--- config.mk ---
export PLATFORM = sky130hd
export DESIGN_NAME = sb_tx_serializer_flat
export DESIGN_NICKNAME = d
export VERILOG_FILES = /design/src/rtl/sb_tx_serializer_pkg.sv /design/src/rtl/sb_tx_serializer_if.sv /design/src/rtl/sb_tx_serializer_packet_builder.sv /design/src/rtl/sb_tx_serializer.sv /design/src/flat_wrapper.sv
export SDC_FILE = /design/constraint.sdc
export NUM_CORES = 1
export LEC_CHECK = 0
export ABC_CLOCK_PERIOD_IN_PS = 4050
export BUFFER_PORTS_ARGS = -buffer_cell sky130_fd_sc_hd__buf_4
export CAP_MARGIN = 20
export CORE_ASPECT_RATIO = 1.5
export CORE_MARGIN = 2
export CORE_UTILIZATION = 60
export CTS_CLUSTER_DIAMETER = 40
export CTS_CLUSTER_SIZE = 20
export DETAILED_ROUTE_END_ITERATION = 6
export GPL_TIMING_DRIVEN = 0
export HOLD_SLACK_MARGIN = 0.08
export PLACE_DENSITY_LB_ADDON = 0.15
export SLEW_MARGIN = 20
export SYNTH_ARGS = -nofsm -noshare
export SYNTH_HDL_FRONTEND = slang
export SYNTH_SLANG_ARGS = --single-unit
--- constraint.sdc ---
create_clock -name i_clk -period 4.05 [get_ports i_clk]
set_clock_uncertainty 0.1 [all_clocks]
set_input_delay 0.405 -clock i_clk [delete_from_list [all_inputs] [get_ports i_clk]]
set_output_delay 0.405 -clock i_clk [all_outputs]
set_load 0.02 [all_outputs]
--- src/rtl/sb_tx_serializer_pkg.sv ---
// rtl/sb_tx_serializer_pkg.sv - shared sideband TX constants, packet fields and FSM encoding
package sb_tx_pkg;

  localparam int SB_MSG_WIDTH   = 4;
  localparam int PKT_W          = 64;
  localparam int CNT_W          = 7;
  localparam int PATTERN_UI_DEF = 64;
  localparam int GAP_UI_DEF     = 32;

  // Encoded message codes shared with the SBINIT TX/RX state machines
  localparam logic [SB_MSG_WIDTH-1:0] MSG_SBINIT_DONE_REQ  = SB_MSG_WIDTH'(1);
  localparam logic [SB_MSG_WIDTH-1:0] MSG_SBINIT_DONE_RESP = SB_MSG_WIDTH'(2);
  localparam logic [SB_MSG_WIDTH-1:0] MSG_SBINIT_OOR       = SB_MSG_WIDTH'(3);

  localparam logic [4:0] SB_OPCODE            = 5'b10010;
  localparam logic [7:0] MSGCODE_DONE_REQ     = 8'h95;
  localparam logic [7:0] MSGCODE_DONE_RESP    = 8'h9A;
  localparam logic [7:0] MSGCODE_OOR          = 8'h91;
  localparam logic [7:0] SUBCODE_DONE_REQ     = 8'h01;
  localparam logic [7:0] SUBCODE_DONE_RESP    = 8'h01;
  localparam logic [7:0] SUBCODE_OOR          = 8'h00;

  localparam int MSGCODE_LSB = 14;
  localparam int SUBCODE_LSB = 32;
  localparam int DP_BIT      = 62;
  localparam int CP_BIT      = 63;

  typedef enum logic [2:0] {
    ST_IDLE    = 3'd0,
    ST_PATTERN = 3'd1,
    ST_PAT_GAP = 3'd2,
    ST_MSG     = 3'd3,
    ST_MSG_GAP = 3'd4,
    ST_RELEASE = 3'd5
  } sb_tx_state_e;

endpackage

--- src/rtl/sb_tx_serializer_if.sv ---
// rtl/sb_tx_serializer_if.sv - request/serial-lane bundle between SBINIT TX FSM and serializer
interface sb_tx_serializer_if;
  import sb_tx_pkg::*;

  logic                    i_sb_tx_en;
  logic                    i_start_pattern_req;
  logic                    i_msg_valid;
  logic [SB_MSG_WIDTH-1:0] i_msg_code;
  logic                    o_sb_data;
  logic                    o_sb_clk_en;
  logic                    o_start_pattern_done;
  logic                    o_busy;
  logic                    o_falling_edge_busy;

  modport master (
    output i_sb_tx_en, i_start_pattern_req, i_msg_valid, i_msg_code,
    input  o_sb_data, o_sb_clk_en, o_start_pattern_done, o_busy, o_falling_edge_busy
  );

  modport slave (
    input  i_sb_tx_en, i_start_pattern_req, i_msg_valid, i_msg_code,
    output o_sb_data, o_sb_clk_en, o_start_pattern_done, o_busy, o_falling_edge_busy
  );

endinterface

--- src/rtl/sb_tx_serializer_packet_builder.sv ---
// rtl/sb_tx_serializer_packet_builder.sv - code to 64-bit packet; CP computed when SB_TX_PARITY_EN is defined
module sb_packet_builder
  import sb_tx_pkg::*;
(
  input  logic [SB_MSG_WIDTH-1:0] code_i,
  output logic [PKT_W-1:0]        pkt_o,
  output logic                    mapped_o
);

  logic [7:0] msgcode;
  logic [7:0] subcode;

  always_comb begin
    mapped_o = 1'b1;
    msgcode  = 8'h00;
    subcode  = 8'h00;
    case (code_i)
      MSG_SBINIT_DONE_REQ: begin
        msgcode = MSGCODE_DONE_REQ;
        subcode = SUBCODE_DONE_REQ;
      end
      MSG_SBINIT_DONE_RESP: begin
        msgcode = MSGCODE_DONE_RESP;
        subcode = SUBCODE_DONE_RESP;
      end
      MSG_SBINIT_OOR: begin
        msgcode = MSGCODE_OOR;
        subcode = SUBCODE_OOR;
      end
      default: mapped_o = 1'b0;
    endcase

    pkt_o                                = '0;
    pkt_o[4:0]                           = SB_OPCODE;
    pkt_o[MSGCODE_LSB +: 8]              = msgcode;
    pkt_o[SUBCODE_LSB +: 8]              = subcode;
    pkt_o[DP_BIT]                        = 1'b0;
`ifdef SB_TX_PARITY_EN
    pkt_o[CP_BIT]                        = ^pkt_o[CP_BIT-1:0];
`else
    pkt_o[CP_BIT]                        = 1'b0;
`endif
  end

endmodule

--- src/rtl/sb_tx_serializer.sv ---
// rtl/sb_tx_serializer.sv - sideband TX serializer: 64-UI pattern or 64-bit packet, LSB first, each with idle gap
module sb_tx_serializer
  import sb_tx_pkg::*;
#(
  parameter int PATTERN_UI = PATTERN_UI_DEF,
  parameter int GAP_UI     = GAP_UI_DEF
) (
  input  logic              i_clk,
  input  logic              i_rst_n,
  sb_tx_serializer_if.slave sb_if
);

  sb_tx_state_e     state_q, state_d;
  logic [CNT_W-1:0] cnt_q, cnt_d;
  logic [PKT_W-1:0] shreg_q, shreg_d;
  logic             pend_q, pend_d;
  logic             data_q, data_d;
  logic             clk_en_q, clk_en_d;
  logic             done_q, done_d;
  logic             busy_q, busy_d;
  logic             fe_q, fe_d;

  logic [PKT_W-1:0] pkt;
  logic             mapped;

  sb_packet_builder u_pkt (
    .code_i   (sb_if.i_msg_code),
    .pkt_o    (pkt),
    .mapped_o (mapped)
  );

  always_ff @(posedge i_clk or negedge i_rst_n) begin
    if (!i_rst_n) begin
      state_q  <= ST_IDLE;
      cnt_q    <= '0;
      shreg_q  <= '0;
      pend_q   <= 1'b0;
      data_q   <= 1'b0;
      clk_en_q <= 1'b0;
      done_q   <= 1'b0;
      busy_q   <= 1'b0;
      fe_q     <= 1'b0;
    end else begin
      state_q  <= state_d;
      cnt_q    <= cnt_d;
      shreg_q  <= shreg_d;
      pend_q   <= pend_d;
      data_q   <= data_d;
      clk_en_q <= clk_en_d;
      done_q   <= done_d;
      busy_q   <= busy_d;
      fe_q     <= fe_d;
    end
  end

  always_comb begin
    state_d  = state_q;
    cnt_d    = cnt_q;
    shreg_d  = shreg_q;
    pend_d   = pend_q;
    data_d   = 1'b0;
    clk_en_d = 1'b0;
    done_d   = 1'b0;
    busy_d   = 1'b0;
    fe_d     = 1'b0;

    if (!sb_if.i_sb_tx_en) begin
      state_d = ST_IDLE;
      cnt_d   = '0;
      pend_d  = 1'b0;
    end else begin
      if (sb_if.i_start_pattern_req && (state_q != ST_IDLE)) pend_d = 1'b1;

      case (state_q)
        ST_IDLE: begin
          if (sb_if.i_start_pattern_req || pend_q) begin
            state_d = ST_PATTERN;
            cnt_d   = CNT_W'(PATTERN_UI - 1);
            pend_d  = 1'b0;
          end else if (sb_if.i_msg_valid && mapped) begin
            state_d = ST_MSG;
            cnt_d   = CNT_W'(PKT_W - 1);
            // bit 0 goes straight to the output register; the rest waits in the shifter
            shreg_d = pkt >> 1;
          end
        end
        ST_PATTERN: begin
          if (cnt_q == '0) begin
            state_d = ST_PAT_GAP;
            cnt_d   = CNT_W'(GAP_UI - 1);
          end else begin
            cnt_d = cnt_q - 1'b1;
          end
        end
        ST_PAT_GAP: begin
          if (cnt_q == '0) begin
            state_d = ST_IDLE;
            cnt_d   = '0;
            done_d  = 1'b1;
          end else begin
            cnt_d = cnt_q - 1'b1;
          end
        end
        ST_MSG: begin
          if (cnt_q == '0) begin
            state_d = ST_MSG_GAP;
            cnt_d   = CNT_W'(GAP_UI - 1);
          end else begin
            cnt_d   = cnt_q - 1'b1;
            shreg_d = shreg_q >> 1;
          end
        end
        ST_MSG_GAP: begin
          if (cnt_q == '0) begin
            state_d = ST_RELEASE;
            cnt_d   = '0;
          end else begin
            cnt_d = cnt_q - 1'b1;
          end
        end
        ST_RELEASE: begin
          state_d = ST_IDLE;
          cnt_d   = '0;
        end
        default: begin
          state_d = ST_IDLE;
          cnt_d   = '0;
        end
      endcase

      // Outputs are registered, so they are decoded from the state being entered
      case (state_d)
        ST_PATTERN: begin
          data_d   = cnt_d[0];
          clk_en_d = 1'b1;
          busy_d   = 1'b1;
        end
        ST_MSG: begin
          data_d   = (state_q == ST_IDLE) ? pkt[0] : shreg_q[0];
          clk_en_d = 1'b1;
          busy_d   = 1'b1;
        end
        ST_PAT_GAP, ST_MSG_GAP: busy_d = 1'b1;
        ST_RELEASE:             fe_d   = 1'b1;
        default: ;
      endcase
    end
  end

  assign sb_if.o_sb_data            = data_q;
  assign sb_if.o_sb_clk_en          = clk_en_q;
  assign sb_if.o_start_pattern_done = done_q;
  assign sb_if.o_busy               = busy_q;
  assign sb_if.o_falling_edge_busy  = fe_q;

endmodule

--- src/flat_wrapper.sv ---
// flat-port wrapper written by rule: the top's interface ports become plain ports
module sb_tx_serializer_flat import sb_tx_pkg::*;
#(
  parameter int PATTERN_UI = PATTERN_UI_DEF,
  parameter int GAP_UI     = GAP_UI_DEF
)
  (i_clk, i_rst_n, sb_if_i_sb_tx_en, sb_if_i_start_pattern_req, sb_if_i_msg_valid, sb_if_i_msg_code, sb_if_o_sb_data, sb_if_o_sb_clk_en, sb_if_o_start_pattern_done, sb_if_o_busy, sb_if_o_falling_edge_busy);
  sb_tx_serializer_if sb_if_i ();
  input  logic i_clk;
  input  logic i_rst_n;
  input wire logic [$bits(sb_if_i.i_sb_tx_en)-1:0] sb_if_i_sb_tx_en;
  input wire logic [$bits(sb_if_i.i_start_pattern_req)-1:0] sb_if_i_start_pattern_req;
  input wire logic [$bits(sb_if_i.i_msg_valid)-1:0] sb_if_i_msg_valid;
  input wire logic [$bits(sb_if_i.i_msg_code)-1:0] sb_if_i_msg_code;
  output wire logic [$bits(sb_if_i.o_sb_data)-1:0] sb_if_o_sb_data;
  output wire logic [$bits(sb_if_i.o_sb_clk_en)-1:0] sb_if_o_sb_clk_en;
  output wire logic [$bits(sb_if_i.o_start_pattern_done)-1:0] sb_if_o_start_pattern_done;
  output wire logic [$bits(sb_if_i.o_busy)-1:0] sb_if_o_busy;
  output wire logic [$bits(sb_if_i.o_falling_edge_busy)-1:0] sb_if_o_falling_edge_busy;
  assign sb_if_i.i_sb_tx_en = sb_if_i_sb_tx_en;
  assign sb_if_i.i_start_pattern_req = sb_if_i_start_pattern_req;
  assign sb_if_i.i_msg_valid = sb_if_i_msg_valid;
  assign sb_if_i.i_msg_code = sb_if_i_msg_code;
  assign sb_if_o_sb_data = sb_if_i.o_sb_data;
  assign sb_if_o_sb_clk_en = sb_if_i.o_sb_clk_en;
  assign sb_if_o_start_pattern_done = sb_if_i.o_start_pattern_done;
  assign sb_if_o_busy = sb_if_i.o_busy;
  assign sb_if_o_falling_edge_busy = sb_if_i.o_falling_edge_busy;
  sb_tx_serializer #(.PATTERN_UI(PATTERN_UI), .GAP_UI(GAP_UI)) u_core (.i_clk(i_clk), .i_rst_n(i_rst_n), .sb_if(sb_if_i));
endmodule
==> results.txt, run 1 <==
die area = 4680 µm²
Peak VDD IR = 416 µV
CTS buffer count = 5
largest net degree at the start of global routing = 49
Pwr Density = 546 nW/µm²
synth warn = 0
Hold Buf Count CTS = 1
crit end category = register
Crit Path Max Fanout = 10
drt first pass iters = 4
ys async rst share = 1.00
clk buf depth = 2
static leakage = 1.39 nW
setup TNS = 0 ps
Final ANT Viol Nets = 0
Post-Layout Inst Area = 2730 µm²
DRC violations left = 0
Most used DFF post-synth = dfrtp_1
synth unique cells = 49
Avg Synthesized Cell Area = 9.65 µm²
arrival time of the worst setup path = 3320 ps
Syn Nets = 267
outcome = finished clean
max frequency = 310 MHz
Max-Cap Viols = 0
clock transition at the registers of the reported paths = 80 ps
first-pass GRT wire length = 8.38 mm
sequential-to-total area share from yosys stat = 0.484
Overflow after GRT = 0
Syn-to-layout area delta = 10.1%
kind of critical path = reg2reg
register area = 1200 µm²
endpoints failing setup = 0
max_slew headroom = 0.595
vias in the first global route = 1813
RSZ-0062 raised after global routing = no
die height = 82.8 µm
Multi-input gate area = 1090 µm²
Final Cycle Share = 0.798
Placed Area = 2640 µm²
# resized after CTS = 0
I/O Pins = 14
drt wl/cell = 15.3 µm
Std-Cell Rows = 28
Cells after Synth = 257
Hold Slack = 329 ps
postcts setup bufs = 0
final max-slew violation count = 0
gpl congestion = 0.917
initial antenna violation count = 0
Port Buf Inserts = 13
worst slew pin tran = 599 ps
Post-Route WL = 4.94 mm
Vias = 1853
Tmin final = 3230 ps
TritonCTS clock tree = done
H-tree depth = 2
initial DRC count = 91
Starting Density = 0.627
Final Hold Vio Count = 0
CTS Root Cell = clkbuf_8
Worst-Skew Late Latency = 300 ps
startpoint type of the worst setup path = register
share of post-route cells with drive strength above 1 = 0.125
DP Wirelength = 3.64 mm
clock sink count = 48
core area = 3960 µm²
via density per instance = 5.72
Req. time, crit path = 4140 ps
Post-synth EDFFs = 0
CP dominant cell by count = buf_2
Overall Global Routing Usage = 0.232
critical path's largest stage delay = 490 ps
filler cell count = 331
#FFs+latches synth = 48
Worst Hold Class = in2reg
CP cell instances = inv_1 > ha_1 > or4b_1 > buf_2 > or4_4 > a31oi_2 > or3b_1 > buf_2 > buf_6 > mux2_4
Slowest-stage cell, CP = or4_4
nets = 288
Die W = 56.5 µm
Synth Cell Area = 2480 µm²
Diodes inserted = 0
final core occ = 0.690
==> synth_stat cells (2+ instances only) <==
cell type,n,area [µm²]
nor2_1,14,52.6
and3_1,2,12.5
mux2i_1,27,270
and2_1,2,12.5
o21a_1,2,15.0
mux2_1,2,22.5
nand2b_1,3,18.8
buf_2,5,25.0
o21ai_0,4,20.0
nand2_1,34,128
nand3_1,4,20.0
o21ai_1,4,20.0
or3_1,3,18.8
a21oi_1,8,40.0
nor3_1,7,35.0
a22oi_1,3,22.5
dfrtp_1,48,1200
inv_1,32,120
a21o_1,3,22.5
clkbuf_1,8,30.0
a32oi_1,2,17.5
a22o_1,3,26.3
o31ai_1,4,30.0
mux2_4,3,45.0
o22ai_1,3,18.8
or3b_1,2,17.5
nor3b_1,2,15.0
o221ai_1,2,17.5
==> path summary, 6_finish.rpt <==
kind,startpoint,endpoint,slack (ps),cells past startpoint
max,u_core.cnt_q[0],u_core.shreg_q[3],820,10
min,sb_if_i_sb_tx_en,u_core.cnt_q[0],330,3
max reg2reg,u_core.cnt_q[0],u_core.shreg_q[3],820,10
min reg2reg,u_core.shreg_q[31],u_core.shreg_q[31],410,1
max in group asynchronous,i_rst_n,u_core.pend_q,2910,2
min in group asynchronous,i_rst_n,u_core.shreg_q[4],530,2
==> worst max-delay path, delay by kind of cell, from the launching register on <==
kind,cells,cell delay [ps]
compound gates,1,220
fa+ha+maj,1,220
buf+inv,4,570
flops,1,440
mux,1,300
simple gates,3,1270
==> through the flow <==
| stage | setup slack, ps | total power [mW] | instances |
|---|---|---|---|
| finish | 820 | 1.49 | 324 |
| global route | 681 | 1.60 | 324 |
| CTS | 824 | 1.50 | 324 |
| detailed placement | 833 | 1.22 | 315 |
| global placement | 838 | 1.20 | 315 |
| floorplan | 1020 | 1.09 | 257 |
==> per-layer routing <==
layer / up-vias / global-route usage / routed length [µm]
li1: 922 / - / -
met1: 897 / 0.269 / 2060
met2: 21 / 0.419 / 2650
met3: 13 / 0.0358 / 91
met4: 0 / 0.112 / 140
met5: - / 0 / 0
==> cell type report <==
type,count,area share
Clock buffer,5,0.0252
Tap cell,45,0.0206
Inverter,32,0.0440
Sequential cell,48,0.440
Clock inverter,3,0.00687
Timing Repair Buffer,14,0.0394
Multi-Input combinational cell,163,0.400
Buffer,14,0.0243
==> cell families (layout without fill, tap and decap cells) <==
family / Yosys count / count (layout) / synth area share
AOI/OAI and AO/OA: 45 / 45 / 0.127
adders and majority gates: 1 / 1 / 0.00504
muxes: 32 / 32 / 0.136
xor gates and xnor gates: 2 / 2 / 0.00706
and+or+nand+nor: 83 / 83 / 0.166
DFF: 48 / 48 / 0.484
buffers and inverters: 46 / 68 / 0.0751
==> report_power, final <==
| group | switching [mW] | internal, mW |
|---|---|---|
| clock | 0.157 | 0.120 |
| combinational | 0.255 | 0.208 |
| sequential | 0.103 | 0.649 |
| total | 0.514 | 0.978 |
==> layout by cell type (no fill, tap or decap), drive strengths merged, types with 4 or more instances in the layout <==
| cell | n |
|---|---|
| mux2 | 5 |
| mux2i | 27 |
| clkbuf | 13 |
| inv | 32 |
| o21ai | 8 |
| buf | 19 |
| nand3 | 4 |
| a21oi | 8 |
| nor2 | 14 |
| nand2 | 34 |
| nor3 | 7 |
| dfrtp | 48 |
| o31ai | 4 |
==> sequential cells by signal, summed over array words and instances, names as in the netlist <==
name / count
u_core.cnt_q: 7
u_core.pend_q: 1
u_core.sb_if.o_busy: 1
u_core.sb_if.o_falling_edge_busy: 1
u_core.sb_if.o_sb_clk_en: 1
u_core.sb_if.o_sb_data: 1
u_core.sb_if.o_start_pattern_done: 1
u_core.shreg_q: 32
u_core.state_q: 3
Note: power is estimated with default switching activity, not from simulation.
==> run 2: changes to the inputs <==
--- a/config.mk
+++ b/config.mk
@@ -5,12 +5,12 @@
 export SDC_FILE = /design/constraint.sdc
 export NUM_CORES = 1
 export LEC_CHECK = 0
-export ABC_CLOCK_PERIOD_IN_PS = 4050
+export ABC_CLOCK_PERIOD_IN_PS = 2700
 export BUFFER_PORTS_ARGS = -buffer_cell sky130_fd_sc_hd__buf_4
 export CAP_MARGIN = 20
 export CORE_ASPECT_RATIO = 1.5
 export CORE_MARGIN = 2
-export CORE_UTILIZATION = 60
+export CORE_UTILIZATION = 54
 export CTS_CLUSTER_DIAMETER = 40
 export CTS_CLUSTER_SIZE = 20
 export DETAILED_ROUTE_END_ITERATION = 6
==> constraint.sdc (replaced) <==
create_clock -name i_clk -period 2.7 [get_ports i_clk]
set_clock_uncertainty 0.1 [all_clocks]
set_input_delay 0.27 -clock i_clk [delete_from_list [all_inputs] [get_ports i_clk]]
set_output_delay 0.27 -clock i_clk [all_outputs]
set_load 0.02 [all_outputs]
==> run 2 against run 1 <==
  * The run now ends with negative setup slack left
  * Sequential cell count stayed put
  * Highest routed layer unchanged
  * Critical path type unchanged
  * Total power is 65% higher
  * Die area is 10% higher
  * Hold slack worse by 120 ps
==> results.txt, run 2 (same netlist as run 1, synthesis figures left out) <==
DP Wirelength = 3.58 mm (-1.7%)
filler cell count = 371 (+12%)
Tmin final = 2920 ps (-309 ps)
first-pass GRT wire length = 8.59 mm (+2.5%)
final max-slew violation count = 0 (unchanged)
CTS buffer count = 5 (unchanged)
Hold Path Depth = 3 (unchanged)
setup TNS = -5750 ps (-5750 ps)
end of the worst hold path = u_core.cnt_q[0]
Req. time, crit path = 2790 ps (-1350 ps)
worst slew pin tran = 658 ps (+58.6 ps)
startpoint type of the worst setup path = register
dpl cells = 318 (+0.95%)
via density per instance = 5.78 (+1.0%)
R2R depth = 8 (-2)
Setup WS post-layout = -222 ps (-1040 ps)
commonest non-fill, non-tap cell in the layout = dfrtp_1
Worst Hold Class = in2reg
Peak VDD IR = 384 µV (-7.7%)
Largest Register = u_core.shreg_q
Crit Path Max Fanout = 6 (-4)
Port Buf Inserts = 13 (unchanged)
initial antenna violation count = 0 (unchanged)
I/O Pins = 14 (unchanged)
vias in the first global route = 1873 (+3.3%)
Hold Slack = 207 ps (-122 ps)
DRC violations left = 0 (unchanged)
DP Worst Slack = -513 ps (-1350 ps)
arrival time of the worst setup path = 3010 ps (-310 ps)
clock sink count = 48 (unchanged)
Hold Crit Start = sb_if_i_sb_tx_en
biggest regs = u_core.shreg_q (32), u_core.cnt_q (7), u_core.state_q (3)
TritonCTS clock tree = done
drt wl/cell = 15.6 µm (+2.4%)
Vias = 1935 (+4.4%)
Pwr Density = 839 nW/µm² (+54%)
worst reg2reg path startpoint = u_core.cnt_q[1]
Overall Global Routing Usage = 0.217 (-0.0150)
RSZ-0062 raised after global routing = yes
critical path's largest stage delay = 570 ps (+80 ps)
Max-Cap Viols = 0 (unchanged)
largest net degree at the start of global routing = 49 (unchanged)
RR Endpoint = u_core.shreg_q[17]
CP top delay family = simple AND/OR/NAND/NOR gates
static leakage = 1.48 nW (+6.4%)
non-filler cells, final = 335 (+3.4%)
initial DRC count = 63 (-31%)
endpoints failing setup = 32 (+32)
H-tree depth = 2 (unchanged)
clk buf depth = 2 (unchanged)
kind of critical path = reg2reg
Std-Cell Rows = 30 (+7.1%)
Syn-to-layout area delta = 18.3%
crit end category = register
CTS Root Cell = clkbuf_8
die height = 87.0 µm (+5.1%)
flop2flop setup slack = -220 ps (-1040 ps)
CP cell instances = inv_2 > ha_4 > or4b_4 > or4_4 > a31oi_4 > or3b_4 > buf_12 > mux2_4
drt first pass iters = 4 (unchanged)
max_slew headroom = 0.557 (-0.0381)
clock transition at the registers of the reported paths = 90 ps (about the same)
Diodes inserted = 0 (unchanged)
Slowest-stage cell, CP = or4_4
WP buf/inv = 2 (-2)
Overflow after GRT = 0 (unchanged)
max frequency = 342 MHz (+11%)
Starting Density = 0.555 (-0.0713)
die area = 5160 µm² (+10%)
nets = 296 (+2.8%)
max FFs per register = 32 (unchanged)
Die W = 59.3 µm (+5.0%)
outcome = finished, violations left
Final ANT Viol Nets = 0 (unchanged)
Post-Route WL = 5.23 mm (+5.8%)
Final Cycle Share = 1.08 (+0.284)
gpl congestion = 0.898 (-2.0%)
share of post-route cells with drive strength above 1 = 0.178 (+0.0523)
core area = 4470 µm² (+13%)
Worst-Skew Late Latency = 300 ps (about the same)
leading cell types in the layout, fill and taps excluded = dfrtp_1, nand2_1, inv_1
failing checks = negative setup slack
Final Hold Vio Count = 0 (unchanged)
-- run 2: cell types whose count changed in the layout (fill, tap and decap cells not counted), sizes merged --
cell / previous run / this run
buf: 19 / 26
bufinv: 0 / 1
clkbuf: 13 / 15
clkinv: 3 / 1
-- run 2: layer usage --
metal | vias to the layer above | routed length (µm) | track usage
li1 | 935 | - | -
met1 | 953 | 2150 | 0.249
met2 | 38 | 2830 | 0.389
met3 | 9 | 128 | 0.0357
met4 | 0 | 120 | 0.0888
met5 | - | 0 | 0
-- run 2: stage by stage --
step	instance area, µm²	total power [mW]	util
CTS	2880	2.46	0.644
finish	2930	2.46	0.657
floorplan	2490	1.63	-
global placement	2650	1.81	0.593
global route	2930	2.62	0.657
detailed placement	2650	1.83	0.593
-- run 2: layout make-up --
type / instances / area (µm²) / area share
timing repair buffer: 24 / 213 / 0.0725
clock buffer: 6 / 82.6 / 0.0281
clock inverter: 2 / 38.8 / 0.0132
tap: 48 / 60.1 / 0.0205
buffer: 12 / 80.1 / 0.0273
multi-input combinational: 163 / 1140 / 0.388
inverter: 32 / 120 / 0.0409
sequential: 48 / 1200 / 0.409
-- run 2: worst min-delay path, delay by kind of cell --
family / cells / cell delay, ps
buf+inv: 1 / 130
simple gates: 2 / 170
-- run 2: timing repair --
action / 4_1_cts / 5_1_grt
resized for setup: 11 / 10
gates cloned: 0 / 1
hold buffers: 1 / 0
endpoints found under the hold margin: 48 / 0
pin swaps: 2 / 2
setup buffers: 8 / 1
endpoints found under the setup margin: 32 / 34
-- run 2: report_power, final --
part           switching (mW)  internal [mW]
clock                   0.243          0.303
combinational           0.405          0.383
sequential              0.155          0.973
total                   0.803           1.66
-- run 2: worst max-delay path by stage --
stage                     from                  to  depth (start not counted)  slack (ps)
2_1_floorplan  u_core.cnt_q[0]  u_core.shreg_q[17]                         10        -320
3_3_place_gp   u_core.cnt_q[0]  u_core.shreg_q[17]                         10        -500
3_5_place_dp   u_core.cnt_q[0]  u_core.shreg_q[17]                         10        -510
4_1_cts        u_core.cnt_q[1]  u_core.shreg_q[17]                         10        -330
5_1_grt        u_core.cnt_q[0]  u_core.shreg_q[13]                          9        -290
6_report       u_core.cnt_q[1]  u_core.shreg_q[17]                          8        -220
